`src/rtl/approx_booth_mac_pipe_if.sv`:
```
// Operand-beat and burst-result handshake bundle for the approximate Booth MAC.
// The master drives beats and out_ready. The slave (the MAC) drives in_ready and results.
interface approx_booth_mac_pipe_if #(
    parameter int W     = 12,
    parameter int ACC_W = 24,
    parameter int LVL_W = 2
);
    logic                    in_valid;
    logic                    in_ready;
    logic signed [W-1:0]     in_a;
    logic signed [W-1:0]     in_b;
    logic [LVL_W-1:0]        in_lvl;
    logic                    in_last;
    logic                    out_valid;
    logic                    out_ready;
    logic signed [ACC_W-1:0] out_sum;
    logic                    out_ovf;

    modport master (
        output in_valid, in_a, in_b, in_lvl, in_last, out_ready,
        input  in_ready, out_valid, out_sum, out_ovf
    );

    modport slave (
        input  in_valid, in_a, in_b, in_lvl, in_last, out_ready,
        output in_ready, out_valid, out_sum, out_ovf
    );
endinterface

```
`src/rtl/approx_booth_mac_pipe.sv`:
```
// Pipelined radix-4 Booth MAC with per-beat column truncation, rounding and a saturating burst sum.
// Stages: input capture, Booth partial products, reduction plus rounding, then accumulate/saturate.
module approx_booth_pp #(
    parameter int W  = 12,
    parameter int PW = 25,
    parameter int J  = 0,
    parameter int KW = 3
) (
    input  logic signed [W-1:0]  a,
    input  logic [2:0]           trip,
    input  logic [KW-1:0]        k,
    output logic signed [PW-1:0] pp
);
    logic signed [PW-1:0] ax;
    logic signed [PW-1:0] m;

    always_comb begin
        ax = PW'(a);
        case (trip)
            3'b001, 3'b010: m = ax;
            3'b011:         m = ax <<< 1;
            3'b100:         m = -(ax <<< 1);
            3'b101, 3'b110: m = -ax;
            default:        m = '0;
        endcase
        // Clearing the low k columns of a two's-complement value is a floor to 2^k.
        pp = (m <<< (2 * J)) & ({PW{1'b1}} << k);
    end
endmodule

module approx_booth_mac_pipe #(
    parameter int W     = 12,
    parameter int ACC_W = 24,
    parameter int LVL_W = 2
) (
    input logic                    clk,
    input logic                    rst_n,
    approx_booth_mac_pipe_if.slave bus
);
    localparam int NPP    = W / 2;
    localparam int PW     = 2 * W + 1;
    localparam int KW     = LVL_W + 1;
    localparam int STAGES = 2;

    typedef struct packed {
        logic [W-1:0]     a;
        logic [W-1:0]     b;
        logic [LVL_W-1:0] lvl;
    } beat_t;

    logic                    adv;
    logic [STAGES:0]         vld_pipe;
    logic [STAGES:0]         last_pipe;
    beat_t                   s0;
    logic [W:0]              bext;
    logic [KW-1:0]           s0_k;
    logic [KW-1:0]           s1_k;
    logic [NPP-1:0][PW-1:0]  pp_c;
    logic [NPP-1:0][PW-1:0]  s1_pp;
    logic signed [PW-1:0]    sum_c;
    logic signed [PW-1:0]    s2_prod;
    logic signed [ACC_W:0]   base;
    logic signed [ACC_W:0]   accx;
    logic signed [ACC_W-1:0] acc;
    logic signed [ACC_W-1:0] acc_c;
    logic                    ovf;
    logic                    ovf_c;
    logic                    first;
    logic                    hi;
    logic                    lo;

    // Global stall: nothing moves while a result waits on downstream.
    assign adv          = !(bus.out_valid && !bus.out_ready);
    assign bus.in_ready = adv;

    assign bext = {s0.b, 1'b0};
    assign s0_k = {s0.lvl, 1'b0};

    for (genvar j = 0; j < NPP; j++) begin : g_pp
        approx_booth_pp #(.W(W), .PW(PW), .J(j), .KW(KW)) u_pp (
            .a    (s0.a),
            .trip (bext[2*j+2 : 2*j]),
            .k    (s0_k),
            .pp   (pp_c[j])
        );
    end

    always_comb begin
        sum_c = (s1_k == '0) ? '0 : (PW'(1) << (s1_k - 1'b1));
        for (int j = 0; j < NPP; j++) begin
            sum_c = sum_c + s1_pp[j];
        end
    end

    // Both operands fit ACC_W bits, so one extra bit exposes any overflow.
    always_comb begin
        base  = first ? '0 : (ACC_W+1)'(acc);
        accx  = base + (ACC_W+1)'(s2_prod);
        hi    = !accx[ACC_W] && accx[ACC_W-1];
        lo    = accx[ACC_W] && !accx[ACC_W-1];
        acc_c = hi ? {1'b0, {(ACC_W-1){1'b1}}} :
                lo ? {1'b1, {(ACC_W-1){1'b0}}} : accx[ACC_W-1:0];
        ovf_c = (!first && ovf) || hi || lo;
    end

    always_ff @(posedge clk or negedge rst_n) begin
        if (!rst_n) begin
            vld_pipe  <= '0;
            last_pipe <= '0;
            s0        <= '0;
            s1_pp     <= '0;
            s1_k      <= '0;
            s2_prod   <= '0;
        end else if (adv) begin
            vld_pipe  <= {vld_pipe[STAGES-1:0], bus.in_valid};
            last_pipe <= {last_pipe[STAGES-1:0], bus.in_valid && bus.in_last};
            if (bus.in_valid) s0 <= {bus.in_a, bus.in_b, bus.in_lvl};
            if (vld_pipe[0]) begin
                s1_pp <= pp_c;
                s1_k  <= s0_k;
            end
            if (vld_pipe[1]) s2_prod <= sum_c;
        end
    end

    // first marks that the next beat reaching the accumulator opens a new burst.
    always_ff @(posedge clk or negedge rst_n) begin
        if (!rst_n) begin
            acc           <= '0;
            ovf           <= 1'b0;
            first         <= 1'b1;
            bus.out_valid <= 1'b0;
            bus.out_sum   <= '0;
            bus.out_ovf   <= 1'b0;
        end else if (adv) begin
            bus.out_valid <= vld_pipe[STAGES] && last_pipe[STAGES];
            if (vld_pipe[STAGES]) begin
                acc   <= acc_c;
                ovf   <= ovf_c;
                first <= last_pipe[STAGES];
                if (last_pipe[STAGES]) begin
                    bus.out_sum <= acc_c;
                    bus.out_ovf <= ovf_c;
                end
            end
        end
    end
endmodule

```
`src/flat_wrapper.sv`:
```
// flat-port wrapper written by rule: the top's interface ports become plain ports
module approx_booth_mac_pipe_flat 
#(
    parameter int W     = 12,
    parameter int ACC_W = 24,
    parameter int LVL_W = 2
)
  (clk, rst_n, bus_in_valid, bus_in_a, bus_in_b, bus_in_lvl, bus_in_last, bus_out_ready, bus_in_ready, bus_out_valid, bus_out_sum, bus_out_ovf);
  approx_booth_mac_pipe_if #(.W(W), .ACC_W(ACC_W), .LVL_W(LVL_W)) bus_i ();
  input logic clk;
  input logic rst_n;
  input wire logic [$bits(bus_i.in_valid)-1:0] bus_in_valid;
  input wire logic [$bits(bus_i.in_a)-1:0] bus_in_a;
  input wire logic [$bits(bus_i.in_b)-1:0] bus_in_b;
  input wire logic [$bits(bus_i.in_lvl)-1:0] bus_in_lvl;
  input wire logic [$bits(bus_i.in_last)-1:0] bus_in_last;
  input wire logic [$bits(bus_i.out_ready)-1:0] bus_out_ready;
  output wire logic [$bits(bus_i.in_ready)-1:0] bus_in_ready;
  output wire logic [$bits(bus_i.out_valid)-1:0] bus_out_valid;
  output wire logic [$bits(bus_i.out_sum)-1:0] bus_out_sum;
  output wire logic [$bits(bus_i.out_ovf)-1:0] bus_out_ovf;
  assign bus_i.in_valid = bus_in_valid;
  assign bus_i.in_a = bus_in_a;
  assign bus_i.in_b = bus_in_b;
  assign bus_i.in_lvl = bus_in_lvl;
  assign bus_i.in_last = bus_in_last;
  assign bus_i.out_ready = bus_out_ready;
  assign bus_in_ready = bus_i.in_ready;
  assign bus_out_valid = bus_i.out_valid;
  assign bus_out_sum = bus_i.out_sum;
  assign bus_out_ovf = bus_i.out_ovf;
  approx_booth_mac_pipe #(.W(W), .ACC_W(ACC_W), .LVL_W(LVL_W)) u_core (.clk(clk), .rst_n(rst_n), .bus(bus_i));
endmodule
```
`config.mk`:
```
export PLATFORM = sky130hd
export DESIGN_NAME = approx_booth_mac_pipe_flat
export DESIGN_NICKNAME = d
export VERILOG_FILES = /design/src/rtl/approx_booth_mac_pipe_if.sv /design/src/rtl/approx_booth_mac_pipe.sv /design/src/flat_wrapper.sv
export SDC_FILE = /design/constraint.sdc
export NUM_CORES = 1
export LEC_CHECK = 0
export BUFFER_PORTS_ARGS = -buffer_cell sky130_fd_sc_hd__buf_4
export CAP_MARGIN = 20
export CORE_MARGIN = 2
export CORE_UTILIZATION = 36
export CTS_CLUSTER_DIAMETER = 80
export DETAILED_ROUTE_END_ITERATION = 16
export GPL_TIMING_DRIVEN = 0
export HOLD_SLACK_MARGIN = 0.1
export PLACE_DENSITY = 0.6
export SLEW_MARGIN = 20
export SYNTH_ARGS = -nofsm -noshare
export SYNTH_HDL_FRONTEND = slang
export SYNTH_SLANG_ARGS = --single-unit
```
`constraint.sdc`:
```
create_clock -name clk -period 4.2 [get_ports clk]
set_input_delay 0.42 -clock clk [delete_from_list [all_inputs] [get_ports clk]]
set_output_delay 0.42 -clock clk [all_outputs]
set_load 0.01 [all_outputs]
```
==> reports/metrics.cfg <==
[logic_synthesis]
synth-seq-cells = 231
netlist_instances = 1682
synth_compound_area_frac = 0.2187
synth_top_family_by_area = compound AO/OA/AOI/OAI gates
synth_mux_area_frac = 0.03589
synthFlopType = dfrtp_1
syn_area_per_cell_um2 = 9.389
yosys.area_share.simple = 0.1137
yosys.area_share.xor_xnor = 0.05213
ys_types = 68
synthAdderAreaFrac = 0.1550
ys_seq_area_frac = 0.3661
synthesis.nets = 1863
synth_edf_count = 0
yosysWarningCount = 0
ys_async_sr_fraction = 1.000
syn_area_um2 = 15790

[worst_setup_path]
critPathKind = flop to flop
worstPathCellList = inv_2 -> fa_1 -> fa_1 -> fa_1 -> inv_1 -> fa_1 -> ha_4 -> a21o_1 -> a21o_1 -> a21o_1 -> a21oi_4 -> a211oi_4 -> buf_4 -> o31a_1 -> or3_1 -> nand2_1 -> o21ai_1
cp_max_fo = 2
crit_required_ns = 4.69
slowest_stage = fa_1
startpoint_type = flop
endpoint_kind = flop
arrival_ns = 4.87
crit_path_frequent_cell = fa_1
slowest_delay_ns = 0.52

[layout]
syn2layout_area_growth_pct = 19.38
fillers = 4320
final_cell_mix = dfrtp_1 (230), nand2_1 (193), inv_1 (107)
drive_gt1_frac = 0.1418
final_cell_area_um2 = 18850
final_nets = 1997
antenna_cells = 0
regArea_um2 = 5782
layout_commonest_cell = dfrtp_1
multiInputGateArea_um2 = 9390

[sta]
period_needed_ns = 4.377
slew_headroom = 0.2190
fin_ws_ns = -0.1772
slew_viol_final = 0
rsz0062_at_grt = true
skew_ns = 0.03908
hold_violations = 0
timing.fmax_ghz = 0.2285
period_share = 1.042
setup_viol = 6
worst_pin_slew_ns = 1.163

[routing]
drc = 0
routed_wl_mm = 54.45
ant_nets = 0
avgRoutedWirePerCell_um = 22.45
drt_pass1_iterations = 6
dr_total_vias = 13330
initialDrtViolationCount = 1340
via_per_inst = 5.495

[floorplanning]
die_w_um = 213.4
core_area_um2 = 43170
io_pins = 58
die-area_um2 = 45560
rows = 76
die_h_um = 213.4
start_util = 0.3658

[clock_tree]
clock-sinks = 231
htree_num_levels = 1
cts_tree = done
cts_root_buf = clkbuf_16
cts_buffer_depth = 3
clk_latency_ns = 0.61
clk_pin_slew_ns = 0.06
cts_buffers = 30

[global_route]
grt-ovfl-total = 0
grt_max_degree = 87
grt_util_all_layers = 0.2426
grt_pass1_vias = 13450
grt_pass1_wl_mm = 82.66
antenna_found_initial = 0

[place]
place_area_um2 = 17050
io_buffers = 57
hpwlAfterDp_mm = 40.15
gp_congestion = 0.9564

[min_path]
hold_path.class = input pin to flop

[status]
violations = setup timing
status = complete, but fails checks

[flow_run]
cap_viol_max_count = 0

[critical path: cells and delay by family, from the launching register on]
| kind | cells | cell delay, ns |
|---|---|---|
| AND/OR/NAND/NOR | 2 | 0.37 |
| adder cells (fa/ha/maj) | 5 | 2.14 |
| AO/OA/AOI/OAI | 7 | 1.06 |
| flip-flops | 1 | 0.37 |
| buffers and inverters | 3 | 0.34 |
[synth_stat cells, drive strengths merged (9+ instances only)]
cell      n  share of area
dfrtp   230           0.36
nand2   193          0.046
o21ai   127          0.041
inv     117          0.028
a21oi   101          0.032
clkbuf   99          0.024
nor2     87          0.021
ha       78          0.062
fa       72          0.091
a21o     68          0.032
xnor2    61          0.034
mux2     45          0.032
a221oi   42          0.023
nor2b    38          0.016
xor2     30          0.018
a22o     27          0.015
o22ai    26          0.010
nand3    24         0.0076
buf      19         0.0067
a22oi    17         0.0081
nor3     15         0.0051
a31oi    12         0.0048
nand2b   12         0.0049
o32ai    12         0.0067
a221o    11         0.0070
o31ai    11         0.0052
a211oi   10         0.0048
o21a      9         0.0043
[final timing paths]
| check | from | end | slack [ns] | cells past startpoint |
|---|---|---|---|---|
| max reg2reg | u_core.s1_pp[86] | u_core.s2_prod[20] | -0.18 | 17 |
| max | u_core.s1_pp[86] | u_core.s2_prod[20] | -0.18 | 17 |
| min | bus_out_ready | u_core.last_pipe[2] | 0.20 | 4 |
| min in group asynchronous | rst_n | u_core.acc[1] | 0.37 | 2 |
| max in group asynchronous | rst_n | u_core.s0[25] | 2.90 | 3 |
| min reg2reg | u_core.s1_pp[81] | u_core.s1_pp[81] | 0.47 | 2 |
[logic make-up after synthesis]
group           count (synthesis)
xor+xnor                       91
compound gates                518
other cells                     1
simple gates                  401
buf+inv                       236
flops                         231
mux                            51
fa+ha+maj                     153
[layer usage]
metal,wire [um],global-route usage,vias to the layer above,part of all wire
met5,0,0,-,0
met4,2207,0.09148,0,0.041
met3,3807,0.04364,115,0.070
met2,25370,0.4034,533,0.47
met1,23060,0.3156,6518,0.42
li1,-,-,6159,-
[sequential cells by signal, indices dropped and copies added (netlist names)]
signal / flops
u_core.vld_pipe: 3
u_core.s2_prod: 25
u_core.last_pipe: 3
u_core.first: 1
u_core.s0: 14
u_core.ovf: 1
u_core.s1_pp: 120
u_core.bus.out_valid: 1
u_core.bus.out_ovf: 1
u_core.bext: 12
u_core.bus.out_sum: 24
u_core.acc: 24
u_core.s1_k: 2
[area by class of cell]
class / count / share of cell area
Timing Repair Buffer: 107 / 0.04964
Inverter: 118 / 0.02363
Clock inverter: 15 / 0.01161
Buffer: 113 / 0.02475
Tap cell: 585 / 0.03882
Sequential cell: 231 / 0.3067
Multi-Input combinational cell: 1215 / 0.4981
Clock buffer: 41 / 0.04679
[through the flow]
step | utilization | hold WS, ns | std cells | setup WS, ns | setup TNS [ns]
final | 0.4367 | 0.2025 | 2425 | -0.1772 | -0.8164
after global routing | 0.4367 | 0.2003 | 2425 | -0.2989 | -1.659
after CTS | 0.4323 | 0.1620 | 2419 | -0.2340 | -0.9635
after detailed placement | 0.3950 | 0.4382 | 2326 | -1.187 | -69.92
after global placement | 0.3934 | 0.4536 | 2324 | -1.215 | -70.81
after floorplan | - | 0.1244 | 1682 | 0.009039 | 0
[timing repair]
action | CTS | global route
hold buffers | 29 | 0
pin swaps | 21 | 18
endpoints found under the hold margin | 99 | 0
setup endpoints to repair | 127 | 64
gates resized for setup | 45 | 32
buffers inserted | 13 | 6
Power is not shown: default switching activity piles up to over one toggle a cycle in this logic, so the estimate is an artifact.
